==> config.mk <==
export PLATFORM = sky130hd
export DESIGN_NAME = inv_mix_column_seq_flat
export DESIGN_NICKNAME = d
export VERILOG_FILES = /design/src/rtl/inv_mix_column_seq_pkg.sv /design/src/rtl/inv_mix_column_seq_if.sv /design/src/rtl/inv_mix_single_column.sv /design/src/rtl/inv_mix_column_seq.sv /design/src/flat_wrapper.sv
export SDC_FILE = /design/constraint.sdc
export NUM_CORES = 1
export LEC_CHECK = 0
export CORE_MARGIN = 4
export CORE_UTILIZATION = 45
export CTS_CLUSTER_DIAMETER = 80
export CTS_CLUSTER_SIZE = 40
export DETAILED_ROUTE_END_ITERATION = 8
export PLACE_DENSITY = 0.75
export SYNTH_ARGS = -nofsm -noshare
export SYNTH_HDL_FRONTEND = slang
export SYNTH_SLANG_ARGS = --single-unit
==> constraint.sdc <==
create_clock -name clk -period 4 [get_ports clk]
set_input_delay 0.8 -clock clk [delete_from_list [all_inputs] [get_ports clk]]
set_output_delay 0.8 -clock clk [all_outputs]
set_load 0.02 [all_outputs]
==> src/rtl/inv_mix_column_seq_pkg.sv <==
// Shared definitions for the iterative AES InvMixColumns engine: GF(2^8) reduction constant,
// inverse-MixColumns coefficients, the engine FSM state type and the xtime helper.
package inv_mix_column_seq_pkg;

  localparam logic [7:0] GF_POLY_RED = 8'h1B;

  // Inverse MixColumns matrix coefficients (one circulant row: 0e 0b 0d 09).
  localparam logic [7:0] INV_MC_0E = 8'h0E;
  localparam logic [7:0] INV_MC_0B = 8'h0B;
  localparam logic [7:0] INV_MC_0D = 8'h0D;
  localparam logic [7:0] INV_MC_09 = 8'h09;

  typedef enum logic [1:0] {
    IDLE,
    BUSY,
    DONE
  } state_e;

  // Multiply by x in GF(2^8) modulo x^8+x^4+x^3+x+1.
  function automatic logic [7:0] gf_xtime(input logic [7:0] b);
    return {b[6:0], 1'b0} ^ (b[7] ? GF_POLY_RED : 8'h00);
  endfunction

endpackage

==> src/rtl/inv_mix_column_seq_if.sv <==
// Handshake and data bundle for inv_mix_column_seq.
//   in_valid/in_ready + S0_in..S3_in : state to transform (column words, [31:24] = row 0)
//   out_valid/out_ready + D0_out..D3_out : transformed state, same byte order
// master: the side that supplies states and consumes results; slave: the engine.
interface inv_mix_column_seq_if;

  logic        in_valid;
  logic        in_ready;
  logic [31:0] S0_in;
  logic [31:0] S1_in;
  logic [31:0] S2_in;
  logic [31:0] S3_in;
  logic        out_valid;
  logic        out_ready;
  logic [31:0] D0_out;
  logic [31:0] D1_out;
  logic [31:0] D2_out;
  logic [31:0] D3_out;

  modport master (
    output in_valid, S0_in, S1_in, S2_in, S3_in, out_ready,
    input  in_ready, out_valid, D0_out, D1_out, D2_out, D3_out
  );

  modport slave (
    input  in_valid, S0_in, S1_in, S2_in, S3_in, out_ready,
    output in_ready, out_valid, D0_out, D1_out, D2_out, D3_out
  );

endinterface

==> src/rtl/inv_mix_single_column.sv <==
// Combinational InvMixColumns of one 32-bit column.
//   col_i : input column, [31:24] is row 0, [7:0] is row 3
//   col_o : transformed column, same byte order
// Each byte is expanded once into x, x2, x4, x8; every matrix coefficient is then an XOR of
// the multiples selected by its low four bits.
module inv_mix_single_column
  import inv_mix_column_seq_pkg::*;
(
  input  logic [31:0] col_i,
  output logic [31:0] col_o
);

  logic [7:0] b1 [4];
  logic [7:0] b2 [4];
  logic [7:0] b4 [4];
  logic [7:0] b8 [4];

  function automatic logic [7:0] gf_mul_small(input logic [3:0] c, input logic [7:0] x1,
                                              input logic [7:0] x2, input logic [7:0] x4,
                                              input logic [7:0] x8);
    return ({8{c[0]}} & x1) ^ ({8{c[1]}} & x2) ^ ({8{c[2]}} & x4) ^ ({8{c[3]}} & x8);
  endfunction

  for (genvar i = 0; i < 4; i++) begin : g_byte
    assign b1[i] = col_i[31-8*i -: 8];
    assign b2[i] = gf_xtime(b1[i]);
    assign b4[i] = gf_xtime(b2[i]);
    assign b8[i] = gf_xtime(b4[i]);
  end

  // Row r applies 0e,0b,0d,09 to rows r, r+1, r+2, r+3 (mod 4): the matrix is circulant.
  for (genvar r = 0; r < 4; r++) begin : g_row
    localparam int R1 = (r + 1) % 4;
    localparam int R2 = (r + 2) % 4;
    localparam int R3 = (r + 3) % 4;
    assign col_o[31-8*r -: 8] =
        gf_mul_small(INV_MC_0E[3:0], b1[r],  b2[r],  b4[r],  b8[r])  ^
        gf_mul_small(INV_MC_0B[3:0], b1[R1], b2[R1], b4[R1], b8[R1]) ^
        gf_mul_small(INV_MC_0D[3:0], b1[R2], b2[R2], b4[R2], b8[R2]) ^
        gf_mul_small(INV_MC_09[3:0], b1[R3], b2[R3], b4[R3], b8[R3]);
  end

endmodule

==> src/rtl/inv_mix_column_seq.sv <==
// Iterative AES InvMixColumns engine.
//   clk : rising-edge clock
//   rst : synchronous active-high reset
//   bus : slave side of inv_mix_column_seq_if (state in, result out, valid/ready each way)
// A state is captured in IDLE, COLS_PER_CYCLE columns are transformed per BUSY cycle into the
// result registers, and the result is presented in DONE until out_ready.
module inv_mix_column_seq
  import inv_mix_column_seq_pkg::*;
#(
  parameter int unsigned COLS_PER_CYCLE = 1
) (
  input logic                  clk,
  input logic                  rst,
  inv_mix_column_seq_if.slave  bus
);

  if (!(COLS_PER_CYCLE == 1 || COLS_PER_CYCLE == 2 || COLS_PER_CYCLE == 4)) begin : g_bad_cfg
    $error("COLS_PER_CYCLE must be 1, 2 or 4");
  end

  // Both wrap in 2 bits: with 4 columns per cycle the step is 0 and the only column is 0.
  localparam logic [1:0] ColStep = 2'(COLS_PER_CYCLE);
  localparam logic [1:0] LastCol = 2'(4 - COLS_PER_CYCLE);

  state_e            state_q, state_d;
  logic [1:0]        col_q;
  logic [3:0][31:0]  in_q;
  logic [3:0][31:0]  res_q, res_d;
  logic [1:0]        col_idx [COLS_PER_CYCLE];
  logic [31:0]       col_res [COLS_PER_CYCLE];

  // State register.
  always_ff @(posedge clk) begin
    if (rst) begin
      state_q <= IDLE;
    end else begin
      state_q <= state_d;
    end
  end

  // Next-state logic.
  always_comb begin
    state_d = state_q;
    unique case (state_q)
      IDLE:    if (bus.in_valid) state_d = BUSY;
      BUSY:    if (col_q == LastCol) state_d = DONE;
      DONE:    if (bus.out_ready) state_d = IDLE;
      default: state_d = IDLE;
    endcase
  end

  // Handshake outputs.
  always_comb begin
    bus.in_ready  = 1'b0;
    bus.out_valid = 1'b0;
    unique case (state_q)
      IDLE:    bus.in_ready  = 1'b1;
      DONE:    bus.out_valid = 1'b1;
      default: ;
    endcase
  end

  for (genvar k = 0; k < COLS_PER_CYCLE; k++) begin : g_col
    assign col_idx[k] = col_q + 2'(k);
    inv_mix_single_column u_col (
      .col_i (in_q[col_idx[k]]),
      .col_o (col_res[k])
    );
  end

  always_comb begin
    res_d = res_q;
    for (int unsigned k = 0; k < COLS_PER_CYCLE; k++) begin
      res_d[col_idx[k]] = col_res[k];
    end
  end

  // Datapath registers; the result registers move only in BUSY so D*_out hold in IDLE/DONE.
  always_ff @(posedge clk) begin
    if (rst) begin
      col_q <= '0;
      in_q  <= '0;
      res_q <= '0;
    end else if (state_q == IDLE && bus.in_valid) begin
      col_q <= '0;
      in_q  <= {bus.S3_in, bus.S2_in, bus.S1_in, bus.S0_in};
    end else if (state_q == BUSY) begin
      col_q <= col_q + ColStep;
      res_q <= res_d;
    end
  end

  assign bus.D0_out = res_q[0];
  assign bus.D1_out = res_q[1];
  assign bus.D2_out = res_q[2];
  assign bus.D3_out = res_q[3];

endmodule

==> src/flat_wrapper.sv <==
// flat-port wrapper written by rule: the top's interface ports become plain ports
module inv_mix_column_seq_flat import inv_mix_column_seq_pkg::*;
#(
  parameter int unsigned COLS_PER_CYCLE = 1
)
  (clk, rst, bus_in_valid, bus_S0_in, bus_S1_in, bus_S2_in, bus_S3_in, bus_out_ready, bus_in_ready, bus_out_valid, bus_D0_out, bus_D1_out, bus_D2_out, bus_D3_out);
  inv_mix_column_seq_if bus_i ();
  input logic clk;
  input logic rst;
  input wire logic [$bits(bus_i.in_valid)-1:0] bus_in_valid;
  input wire logic [$bits(bus_i.S0_in)-1:0] bus_S0_in;
  input wire logic [$bits(bus_i.S1_in)-1:0] bus_S1_in;
  input wire logic [$bits(bus_i.S2_in)-1:0] bus_S2_in;
  input wire logic [$bits(bus_i.S3_in)-1:0] bus_S3_in;
  input wire logic [$bits(bus_i.out_ready)-1:0] bus_out_ready;
  output wire logic [$bits(bus_i.in_ready)-1:0] bus_in_ready;
  output wire logic [$bits(bus_i.out_valid)-1:0] bus_out_valid;
  output wire logic [$bits(bus_i.D0_out)-1:0] bus_D0_out;
  output wire logic [$bits(bus_i.D1_out)-1:0] bus_D1_out;
  output wire logic [$bits(bus_i.D2_out)-1:0] bus_D2_out;
  output wire logic [$bits(bus_i.D3_out)-1:0] bus_D3_out;
  assign bus_i.in_valid = bus_in_valid;
  assign bus_i.S0_in = bus_S0_in;
  assign bus_i.S1_in = bus_S1_in;
  assign bus_i.S2_in = bus_S2_in;
  assign bus_i.S3_in = bus_S3_in;
  assign bus_i.out_ready = bus_out_ready;
  assign bus_in_ready = bus_i.in_ready;
  assign bus_out_valid = bus_i.out_valid;
  assign bus_D0_out = bus_i.D0_out;
  assign bus_D1_out = bus_i.D1_out;
  assign bus_D2_out = bus_i.D2_out;
  assign bus_D3_out = bus_i.D3_out;
  inv_mix_column_seq #(.COLS_PER_CYCLE(COLS_PER_CYCLE)) u_core (.clk(clk), .rst(rst), .bus(bus_i));
endmodule
==> results.ini <==
[timing]
period_share=0.857
rsz0062_at_grt=no
worst_slack_ps=572
finalSetupViolations=0
finalHoldWorstSlack_ps=458
final.min_clock_period_ps=3430
max_slew_margin=0.363
tns_ps=0
maxSlewViolCount=0
fmax_mhz=292
worst_pin_slew_ps=954
finalHoldViolCount=0
clock_skew_ps=24.6

[route]
drtAntennaViolNets=0
drt_iter0_drc=855
wire_per_inst_microns=17.7
first_pass_iters=7
routed-via-count=10000
vias_per_cell=5.21
drcViolationCount=0
wl_microns=34000

[placement]
dpl.hpwl_microns=25400
globalplace.congestion=0.920
pre_cts_ws_ps=611
portBuffers=261

[finish]
n_antenna_cell=0
drive_gt1_frac=0.0579
fin_nets=1718
areaGrowthSynthToFinish_pct=27.1

[power]
p_sw_mw=2.64
p_int_mw=4.93
p_per_area_nw_per_um2=494
pwr-share-comb=0.397
netSwitchingFraction=0.349
ir_worst_vdd_uv=283
leakagePower_nw=5.48
pwr-share-clk=0.221
seqPwrFrac=0.382

[clocking]
root_buffer=clkbuf_16
h-tree-depth=1
clock_sinks=260
cts_buffers=12
clk_latency_ps=500
cts_resized=0
cts_setup_buffers=0
clk_pin_slew_ps=130
cts_tree=built
hold_buffers=0
cts_buffer_depth=3

[die]
dieHeight_microns=172
start_util=0.460
num_rows=59
ioPinCount=262
fp.coreArea_sq_um=26200
die_w_microns=172
die_area_sq_um=29500

[min_path]
hold_class=reg -> reg
hold_path_depth=2

[worst_setup_path]
worstSetupStartpointType=register
worstPathArrival_ps=3770
cp_data_required_time_ps=4350
cp_max_fo=27
critPathKind=reg -> reg
end_kind=register
reg2reg_depth=8

[global_route]
first_global_vias=9475
grt_remaining_overflow=0
grt_use_total=0.222
grt_max_degree=109
grt_pass1_wl_microns=52200
antenna_found_initial=0

[yosys]
synthArstFlopShare=0
ys.flop_type=dfxtp_1
synth.largest_area_cell=dfxtp_1
synth_top_area_frac=0.431
yosys-top-cells-count=nand2_1 (517), dfxtp_1 (260), a21oi_1 (257), xnor2_1 (117), clkbuf_1 (67)
synth_most_common_cell=nand2_1
syn_inst=1386
yosysSeqAreaShare=0.431
ys_warn_count=0
ys_ff_latch=260
synth_area_sq_um=12100
synth-edff-count=0
syn_avg_cell_area_sq_um=8.70
yosys-top-cells-area=dfxtp_1 (43%), nand2_1 (16%), a21oi_1 (11%), xnor2_1 (8.5%), mux4_2 (5.0%)
synth_cell_types=32
syn_nets=1522

[outcome]
status=completed

[run]
max_cap_viol_count=0

-- power by group through the flow --
stage               combinational [mW]  clock (mW)  sequential (mW)
detailed placement                2.99           0             2.96
finish                            3.01        1.67             2.90
global placement                  2.97           0             2.95
floorplan                         1.84           0             3.08
CTS                               3.00        1.71             2.90
global route                      3.20        1.79             2.92
-- through the flow --
| stage | cell area (sq um) | power (mW) | util | cells |
|---|---|---|---|---|
| 6_report | 15300 | 7.57 | 0.585 | 1923 |
| 5_1_grt | 15300 | 7.91 | 0.585 | 1923 |
| 4_1_cts | 15300 | 7.61 | 0.585 | 1923 |
| 3_5_place_dp | 14900 | 5.94 | 0.567 | 1903 |
| 3_3_place_gp | 14900 | 5.92 | 0.567 | 1903 |
| 2_1_floorplan | 12100 | 4.91 | - | 1386 |
-- routing by layer --
metal  GRT usage  share of wire
met5           0              0
met4      0.0506          0.021
met3      0.0294          0.066
met2       0.356           0.46
met1       0.322           0.46
-- final timing paths --
check                                 startpoint              endpoint  slack (ps)
worst min-delay path            u_core.in_q[119]      u_core.in_q[119]         460
worst max-delay path             u_core.col_q[0]  u_core.bus.D1_out[5]         570
worst max register to register   u_core.col_q[0]  u_core.bus.D1_out[5]         570
worst min register to register  u_core.in_q[119]      u_core.in_q[119]         460
-- logic make-up after synthesis --
logic type               count (synthesis)  share of synthesized area
AO/OA/AOI/OAI                          259                      0.108
buffers and inverters                  108                     0.0436
AND/OR/NAND/NOR                        529                      0.166
XOR/XNOR                               192                      0.184
flip-flops                             260                      0.431
multiplexers                            34                     0.0630
adder cells (fa/ha/maj)                  4                    0.00415
-- area by class of cell --
type,instances,area [sq um]
Clock buffer,15,353
Clock inverter,5,121
Fill cell,2286,10900
Inverter,3,11.3
Multi-Input combinational cell,1018,6340
Sequential cell,260,5210
Tap cell,335,419
Timing Repair Buffer,287,2870
-- worst max-delay path: stages (launching register included) --
cell and delay [ps]:
dfxtp_2 390, buf_12 240, mux4_2 670, xor2_1 370
xnor3_1 540, xnor2_1 370, xnor3_1 530, nand2_1 80
a21oi_1 60
-- sequential cells by signal, indices dropped and copies added, names as in the netlist --
register / count
u_core.bus.D0_out: 32
u_core.bus.D1_out: 32
u_core.bus.D2_out: 32
u_core.bus.D3_out: 32
u_core.col_q: 2
u_core.in_q: 128
u_core.state_q: 2
-- placed cells by master (no fill, tap or decap), types with 7 or more instances in the layout --
cell type,synthesis,final
nand2_1,517,516
clkdlybuf4s50_1,0,260
dfxtp_1,260,258
a21oi_1,257,257
xnor2_1,117,117
xor2_1,34,34
mux4_2,27,27
xnor3_1,23,23
buf_4,7,21
clkbuf_16,0,13
xnor2_2,7,7
Note: power is estimated with default switching activity, not from simulation.
